===== config.mk =====
export PLATFORM = sky130hd
export DESIGN_NAME = mac_sequencer
export DESIGN_NICKNAME = d
export VERILOG_FILES = /design/src/rtl/mac_sequencer_pkg.sv /design/src/rtl/mac_align_pipe.sv /design/src/rtl/mac_sequencer.sv
export SDC_FILE = /design/constraint.sdc
export NUM_CORES = 1
export LEC_CHECK = 0
export CORE_AREA = 2 2 79 43
export CTS_BUF_LIST = sky130_fd_sc_hd__clkbuf_2
export DETAILED_ROUTE_END_ITERATION = 6
export DIE_AREA = 0 0 81 45
export PLACE_DENSITY = 0.85
export SYNTH_ARGS = -nofsm -noshare
export SYNTH_HDL_FRONTEND = slang
export SYNTH_SLANG_ARGS = --single-unit

===== constraint.sdc =====
create_clock -name clk -period 3.1 [get_ports clk]
set_input_delay 0.31 -clock clk [delete_from_list [all_inputs] [get_ports clk]]
set_output_delay 0.31 -clock clk [all_outputs]
set_load 0.1 [all_outputs]

===== src/rtl/mac_sequencer_pkg.sv =====
// Shared types and helpers for the matrix-multiply MAC sequencer.
package mac_sequencer_pkg;

    typedef enum logic [1:0] {S_IDLE, S_RUN, S_DRAIN, S_DONE} state_t;

    // Index fields are carried at a fixed width; the top slices them down to its own counter widths.
    localparam int IDX_W = 8;

    typedef struct packed {
        logic             valid;
        logic [IDX_W-1:0] i;
        logic [IDX_W-1:0] j;
        logic [IDX_W-1:0] k;
    } idx_tuple_t;

    function automatic int clog2_min1(input int v);
        return (v <= 1) ? 1 : $clog2(v);
    endfunction

    function automatic int pipe_lat(input int mem_lat, input int mult_lat);
        return mem_lat + mult_lat;
    endfunction

endpackage


===== src/rtl/mac_align_pipe.sv =====
// Valid/data shift register that keeps index tuples aligned with operand reads and products.
module mac_align_pipe #(
    parameter int DEPTH = 3,
    parameter int W     = 8,
    parameter int TAP   = 1
) (
    input  logic         clk,
    input  logic         reset,
    input  logic         en_i,
    input  logic         clr_i,
    input  logic         vld_i,
    input  logic [W-1:0] dat_i,
    output logic         tap_vld_o,
    output logic         out_vld_o,
    output logic [W-1:0] out_dat_o
);

    logic [DEPTH-1:0]        vld_q;
    logic [DEPTH-1:0][W-1:0] dat_q;

    // Data only moves with a valid bit, so the last stage holds its value between products.
    always_ff @(posedge clk or posedge reset) begin
        if (reset) begin
            vld_q <= '0;
            dat_q <= '0;
        end else if (clr_i) begin
            vld_q <= '0;
        end else if (en_i) begin
            for (int s = DEPTH - 1; s >= 1; s--) begin
                vld_q[s] <= vld_q[s-1];
                if (vld_q[s-1]) dat_q[s] <= dat_q[s-1];
            end
            vld_q[0] <= vld_i;
            if (vld_i) dat_q[0] <= dat_i;
        end
    end

    assign tap_vld_o = vld_q[TAP-1];
    assign out_vld_o = vld_q[DEPTH-1];
    assign out_dat_o = dat_q[DEPTH-1];

endmodule


===== src/rtl/mac_sequencer.sv =====
// Walks (i, j, k) for C = A x B, issues operand reads and emits product-aligned indices.
module mac_sequencer
    import mac_sequencer_pkg::*;
#(
    parameter int M        = 4,
    parameter int K        = 4,
    parameter int N        = 4,
    parameter int MEM_LAT  = 1,
    parameter int MULT_LAT = 2
) (
    input  logic                     clk,
    input  logic                     reset,
    input  logic                     start,
    input  logic                     abort,
    input  logic                     stall,
    output logic [clog2_min1(M)-1:0] a_row_addr,
    output logic [clog2_min1(K)-1:0] a_col_addr,
    output logic [clog2_min1(K)-1:0] b_row_addr,
    output logic [clog2_min1(N)-1:0] b_col_addr,
    output logic                     rd_en,
    output logic                     mult_en,
    output logic [clog2_min1(M)-1:0] matrix_a_row_addr_counter_reg,
    output logic [clog2_min1(K)-1:0] matrix_a_col_addr_counter_reg,
    output logic [clog2_min1(K)-1:0] matrix_b_row_addr_counter_reg,
    output logic [clog2_min1(N)-1:0] matrix_b_col_addr_counter_reg,
    output logic                     mult_done_reg,
    output logic                     busy,
    output logic                     done
);

    localparam int PIPE_LAT = pipe_lat(MEM_LAT, MULT_LAT);
    localparam int IW       = clog2_min1(M);
    localparam int KW       = clog2_min1(K);
    localparam int JW       = clog2_min1(N);
    localparam int CW       = clog2_min1(PIPE_LAT + 1);

    state_t        state_q, state_d;
    logic [IW-1:0] i_q, i_d;
    logic [JW-1:0] j_q, j_d;
    logic [KW-1:0] k_q, k_d;
    logic [CW-1:0] drn_q, drn_d;

    logic frz, issue, last, kill;

    assign frz   = stall && (state_q == S_RUN || state_q == S_DRAIN);
    assign kill  = abort && (state_q != S_IDLE);
    assign issue = (state_q == S_RUN) && !stall && !abort;
    assign last  = (i_q == IW'(M - 1)) && (j_q == JW'(N - 1)) && (k_q == KW'(K - 1));

    always_ff @(posedge clk or posedge reset) begin
        if (reset) begin
            state_q <= S_IDLE;
            i_q     <= '0;
            j_q     <= '0;
            k_q     <= '0;
            drn_q   <= '0;
        end else begin
            state_q <= state_d;
            i_q     <= i_d;
            j_q     <= j_d;
            k_q     <= k_d;
            drn_q   <= drn_d;
        end
    end

    always_comb begin
        state_d = state_q;
        i_d     = i_q;
        j_d     = j_q;
        k_d     = k_q;
        drn_d   = drn_q;
        case (state_q)
            S_IDLE: begin
                if (start && !abort) begin
                    state_d = S_RUN;
                    i_d     = '0;
                    j_d     = '0;
                    k_d     = '0;
                end
            end
            S_RUN: begin
                if (issue) begin
                    // k fastest, then j, then i; the final issue wraps everything back to 0
                    if (k_q == KW'(K - 1)) begin
                        k_d = '0;
                        if (j_q == JW'(N - 1)) begin
                            j_d = '0;
                            i_d = (i_q == IW'(M - 1)) ? '0 : i_q + IW'(1);
                        end else begin
                            j_d = j_q + JW'(1);
                        end
                    end else begin
                        k_d = k_q + KW'(1);
                    end
                    if (last) begin
                        state_d = S_DRAIN;
                        drn_d   = CW'(PIPE_LAT);
                    end
                end
            end
            S_DRAIN: begin
                if (!stall) begin
                    if (drn_q == CW'(1)) state_d = S_DONE;
                    else                 drn_d   = drn_q - CW'(1);
                end
            end
            S_DONE:  state_d = S_IDLE;
            default: state_d = S_IDLE;
        endcase
        if (kill) begin
            state_d = S_IDLE;
            i_d     = '0;
            j_d     = '0;
            k_d     = '0;
            drn_d   = '0;
        end
    end

    idx_tuple_t           t_in, t_out;
    logic                 p_tap, p_vld;
    logic [3*IDX_W-1:0]   p_dat;
    logic                 unused_tout;

    always_comb begin
        t_in       = '0;
        t_in.valid = issue;
        t_in.i     = IDX_W'(i_q);
        t_in.j     = IDX_W'(j_q);
        t_in.k     = IDX_W'(k_q);
    end

    mac_align_pipe #(
        .DEPTH(PIPE_LAT),
        .W    (3 * IDX_W),
        .TAP  (MEM_LAT)
    ) u_pipe (
        .clk      (clk),
        .reset    (reset),
        .en_i     (!frz),
        .clr_i    (kill),
        .vld_i    (t_in.valid),
        .dat_i    ({t_in.i, t_in.j, t_in.k}),
        .tap_vld_o(p_tap),
        .out_vld_o(p_vld),
        .out_dat_o(p_dat)
    );

    assign t_out       = {p_vld, p_dat};
    assign unused_tout = ^t_out;

    assign a_row_addr = i_q;
    assign a_col_addr = k_q;
    assign b_row_addr = k_q;
    assign b_col_addr = j_q;
    assign rd_en      = issue;
    assign mult_en    = p_tap && !frz;
    assign mult_done_reg = p_vld && !frz;

    assign matrix_a_row_addr_counter_reg = t_out.i[IW-1:0];
    assign matrix_a_col_addr_counter_reg = t_out.k[KW-1:0];
    assign matrix_b_row_addr_counter_reg = t_out.k[KW-1:0];
    assign matrix_b_col_addr_counter_reg = t_out.j[JW-1:0];

    assign busy = (state_q == S_RUN) || (state_q == S_DRAIN);
    assign done = (state_q == S_DONE);

endmodule


==> results of run 1 <==
flip-flops by register name, indices dropped and copies added (netlist names):
| name | cells |
|---|---|
| u_pipe.dat_q | 12 |
| u_pipe.out_dat_o | 6 |
| u_pipe.vld_q | 3 |
| a_col_addr | 2 |
| a_row_addr | 2 |
| b_col_addr | 2 |
| drn_q | 2 |
| state_q | 2 |
cell type report:
cell class                 instances  area share
inverter                           6      0.0123
sequential                        31       0.424
tap                               40      0.0274
multi-input combinational         79       0.376
clock buffer                       5      0.0137
timing repair buffer              27       0.141
clock inverter                     2     0.00479
layer usage:
metal / GRT usage / part of all wire / vias up
met5: 0 / 0 / -
met4: 0.0780 / 0.017 / 0
met3: 0.0740 / 0.051 / 5
met2: 0.304 / 0.46 / 26
met1: 0.219 / 0.47 / 515
li1: - / - / 493
cell usage after synthesis, drive strengths merged:
library cell   n
and2           2
inv            6
nand2          7
a21oi          3
nor2b          3
a22oi          1
buf           13
a32o           4
nor3b          1
o21ai          3
o221ai         2
nand3          7
and3           1
ha             9
dfrtp         31
nor3           1
nor2           3
o211ai         1
a41o           1
o2111a         1
mux2i          3
mux2          23
nand2b         3
tightest hold or removal path, delay by kind of cell:
kind,cells,cell delay [ns]
buffers and inverters,3,0.78
cells by family after synthesis:
kind of cell             Yosys count
buffers and inverters             19
adder cells (fa/ha/maj)            9
flip-flops                        31
AND/OR/NAND/NOR                   28
multiplexers                      26
AO/OA/AOI/OAI                     16
report_power, final:
| group | internal [mW] | switching, mW | total, mW |
|---|---|---|---|
| clock | 0.0476 | 0.131 | 0.178 |
| sequential | 0.474 | 0.0530 | 0.527 |
| combinational | 0.282 | 0.656 | 0.938 |
worst paths after layout:
check,start,end,slack [ns],cells past startpoint
setup reg to reg,state_q[0],drn_q[0],0.97,6
hold / removal,reset,b_col_addr[0],0.29,3
max in group asynchronous,reset,u_pipe.dat_q[1],2.52,3
hold reg to reg,u_pipe.dat_q[1],u_pipe.dat_q[1],0.50,1
setup / recovery,state_q[1],rd_en,0.78,6
min in group clk,u_pipe.dat_q[1],u_pipe.dat_q[1],0.50,1
==> out/results.ini, run 1 <==
[hold_path]
hold_class=input pin to async pin

[sta]
tightest_slew_ns=0.973
fin_hold_ws_ns=0.292
final-hold-violation-count=0
setup_viol=0
min_period_over_period=0.748
grt_setup_unrepaired=no
finalWorstSetupSlack_ns=0.782
tns_ns=0
fmax_mhz=431
slew_viol_final=0
slew_headroom=0.350
fin_skew_ns=0.0138
fin_crit_ns=2.32

[logic_synthesis]
synth_warnings=0
ys_seq_area_frac=0.491
synth.avg_cell_area_sq_um=12.2
synthMuxAreaShare=0.185
syn-num-nets=143
syn_inst=129
yosysTopAreaCell=dfrtp_1
synth_area_leaders=dfrtp_1 (49%), mux2_2 (12%), ha_1 (7.1%), buf_4 (5.2%), mux2_1 (3.6%)
synth_xor_area_frac=0
synth.top_cell.area_share=0.491
synthAdderAreaFrac=0.0713
synth_compound_area_frac=0.0816
ys_types=29
syn_area_sq_mm=0.00158
synthSimpleGateAreaFrac=0.0975
ys_ff_latch=31
synth_top_family_by_area=multiplexers

[critical_path]
required_ns=2.79
crit_buf_inv=3
end_kind=output pin
cpMaxStageDelayCell=dfrtp_1
arrival_ns=2.01
crit_path_max_incr_delay_ns=0.45
cp_max_fo=8
crit_chain=inv_1, ha_1, nor2b_1, nor2b_1, buf_4, buf_12
crit_family=buffers and inverters
cp_common_cell=nor2b_1
path_class=register to output pin
cp-start-kind=register

[status]
status=completed

[finish]
fill_cells=232
postLayoutCellArea_sq_mm=0.00183
layoutNonFillerInstCount=190
area_growth_pct=15.8
num_antenna_cells=0
layout_commonest_cell=dfrtp_1
multiInputGateArea_sq_um=688
layout.nets=164
post-route-util=0.629
drive_gt1_frac=0.253
layout_common_cells=dfrtp_1 (31), mux2_2 (17), clkdlybuf4s50_1 (17)
regArea_sq_um=776

[floorplan]
ios=26
start_util=0.543
std_cell_rows=14
die_y_microns=45
core_area_sq_mm=0.00291
dieArea_sq_mm=0.00365
die_x_microns=81

[global_routing]
grt_max_degree=32
antenna_found_initial=0
grt_pass1_wl_mm=4.72
grt.total_usage=0.184
grt_pass1_vias=1021
overflow=0

[clocking]
cts.htree.levels=2
cts-buffers-inserted=5
cts_hold_buf=0
clk_latency_ns=0.37
cts_tree=done
post_cts_buffers=0
cts_max_path_buffers=2
cts-root-buf=clkbuf_2
cts_resized=0
cts.sinks=31
clk_pin_slew_worst_paths_ns=0.15

[place]
gp_congestion=0.830
dp.cells=183
io_buffers=25
place_area_sq_mm=0.00179
pre_cts_slack_ns=1.02
dp.final_hpwl_mm=2.03

[pwr]
total_power_mw=1.64
power_leakage_nw=0.911
power_density_mw_per_mm2=899
ir_drop_uv=783

[routing]
first_pass_iters=4
drt_iter0_drc=61
vias=1039
wl_per_cell_microns=14.6
drt_wl_total_mm=2.78
vias_per_cell=5.47
drc=0
ant_nets=0

[flow_run]
max-cap-violations=0

Note: power is estimated with default switching activity, not from simulation.
==> inputs of run 2 (changes only) <==
==> constraint.sdc (replaced) <==
create_clock -name clk -period 2.2 [get_ports clk]
set_input_delay 0.22 -clock clk [delete_from_list [all_inputs] [get_ports clk]]
set_output_delay 0.22 -clock clk [all_outputs]
set_load 0.1 [all_outputs]
==> out/results.ini, run 2 (synthesis gave the netlist of run 1 again) <==
[place]
dp.cells=185
pre_cts_slack_ns=0.285
dp.final_hpwl_mm=2.12
io_buffers=25
gp_congestion=0.740

[finish]
drive_gt1_frac=0.423
layoutNonFillerInstCount=196
multiInputGateArea_sq_um=751
regArea_sq_um=776
largest_reg_flops=12
layout.nets=170
area_growth_pct=22.3
layout_commonest_cell=dfrtp_1
layout_common_cells=dfrtp_1 (31), buf_4 (26), mux2_2 (11)
top_register=u_pipe.dat_q
num_antenna_cells=0
fill_cells=237

[sta]
tightest_slew_ns=0.390
final-hold-violation-count=0
slew_viol_final=0
min_period_over_period=0.941
slew_headroom=0.740
fin_skew_ns=0.0119
finalWorstSetupSlack_ns=0.129
grt_setup_unrepaired=no
fin_crit_ns=2.07
fin_hold_ws_ns=0.204
setup_viol=0
fmax_mhz=483

[critical_path]
crit-reg2reg-launch=state_q[0]
cp-start-kind=register
rr_worst_depth=7
timing.reg2reg.setup_slack_ns=0.29
crit_path_start=state_q[1]
r2r-end=drn_q[0]
cp-endpoint=rd_en
crit_family=buffers and inverters
required_ns=1.98
arrival_ns=1.85
cp.depth=6
crit_path_max_incr_delay_ns=0.44
end_kind=output pin
crit_buf_inv=3
cpMaxStageDelayCell=dfrtp_1
path_class=register to output pin
crit_chain=inv_2, ha_2, nor2b_2, nor2b_1, buf_4, buf_12
cp_max_fo=5

[clocking]
cts.htree.levels=2
cts-buffers-inserted=5
cts.sinks=31
cts-root-buf=clkbuf_2
clk_latency_ns=0.37
cts_tree=done
clk_pin_slew_worst_paths_ns=0.16
cts_max_path_buffers=2

[global_routing]
grt_max_degree=32
grt_pass1_vias=1042
overflow=0
grt_pass1_wl_mm=4.74
antenna_found_initial=0
grt.total_usage=0.182

[hold_path]
hold_class=input pin to async pin

[pwr]
power_leakage_nw=0.998
ir_drop_uv=1060
power_density_mw_per_mm2=1290

[status]
status=completed

[routing]
wl_per_cell_microns=15.4
vias_per_cell=5.50
vias=1078
ant_nets=0
drc=0
drt_iter0_drc=46
drt_wl_total_mm=3.01
first_pass_iters=4

[floorplan]
std_cell_rows=14
core_area_sq_mm=0.00291
ios=26
start_util=0.543
die_y_microns=45
die_x_microns=81
dieArea_sq_mm=0.00365

[flow_run]
max-cap-violations=0

run 2: worst min-delay path by stage:
| stage | startpoint | endpoint | slack, ns | cells past startpoint |
|---|---|---|---|---|
| after global placement | u_pipe.dat_q[0] | u_pipe.dat_q[0] | 0.47 | 1 |
| after detailed placement | u_pipe.dat_q[16] | u_pipe.dat_q[16] | 0.48 | 1 |
| after floorplan | reset | a_col_addr[0] | 0.32 | 1 |
| after CTS | reset | a_col_addr[1] | 0.19 | 3 |
| final | reset | b_col_addr[0] | 0.20 | 3 |
| after global routing | reset | a_col_addr[1] | 0.22 | 3 |
run 2: worst reg2reg max path: stages (launching register included):
cell and delay (ns):
dfrtp_1 0.45, inv_2 0.09, ha_1 0.21, buf_4 0.16
mux2_2 0.26, nand2_1 0.07, o2111a_1 0.25, mux2_4 0.32
run 2: report_power, final:
part	total [mW]	switching, mW	internal, mW
combinational	1.49	0.987	0.500
sequential	0.750	0.0826	0.667
clock	0.260	0.193	0.0671
run 2: per-layer routing:
layer / share of wire / track usage
met2: 0.50 / 0.299
met5: 0 / 0
met1: 0.43 / 0.218
met4: 0.015 / 0.0983
met3: 0.055 / 0.0600
run 2: layout make-up:
type | instances | share of cell area
multi-input combinational | 79 | 0.389
clock inverter | 2 | 0.00453
clock buffer | 5 | 0.0130
sequential | 31 | 0.402
timing repair buffer | 33 | 0.153
inverter | 6 | 0.0136
tap | 40 | 0.0259
run 2: timing repair:
item,4_1_cts,5_1_grt
endpoints found under the hold margin,0,0
pin swaps,0,0
hold buffers,0,0
gates resized for setup,1,1
buffers inserted,0,4
setup endpoints to repair,1,1
run 2: per-stage QoR:
step / power (mW) / cell area (sq um) / setup TNS, ns / util
after floorplan: 1.95 / 1640 / -0.386 / -
after global placement: 2.16 / 1860 / 0 / 0.641
after detailed placement: 2.20 / 1860 / 0 / 0.641
after CTS: 2.47 / 1900 / 0 / 0.653
after global routing: 2.63 / 1930 / 0 / 0.664
final: 2.50 / 1930 / 0 / 0.664
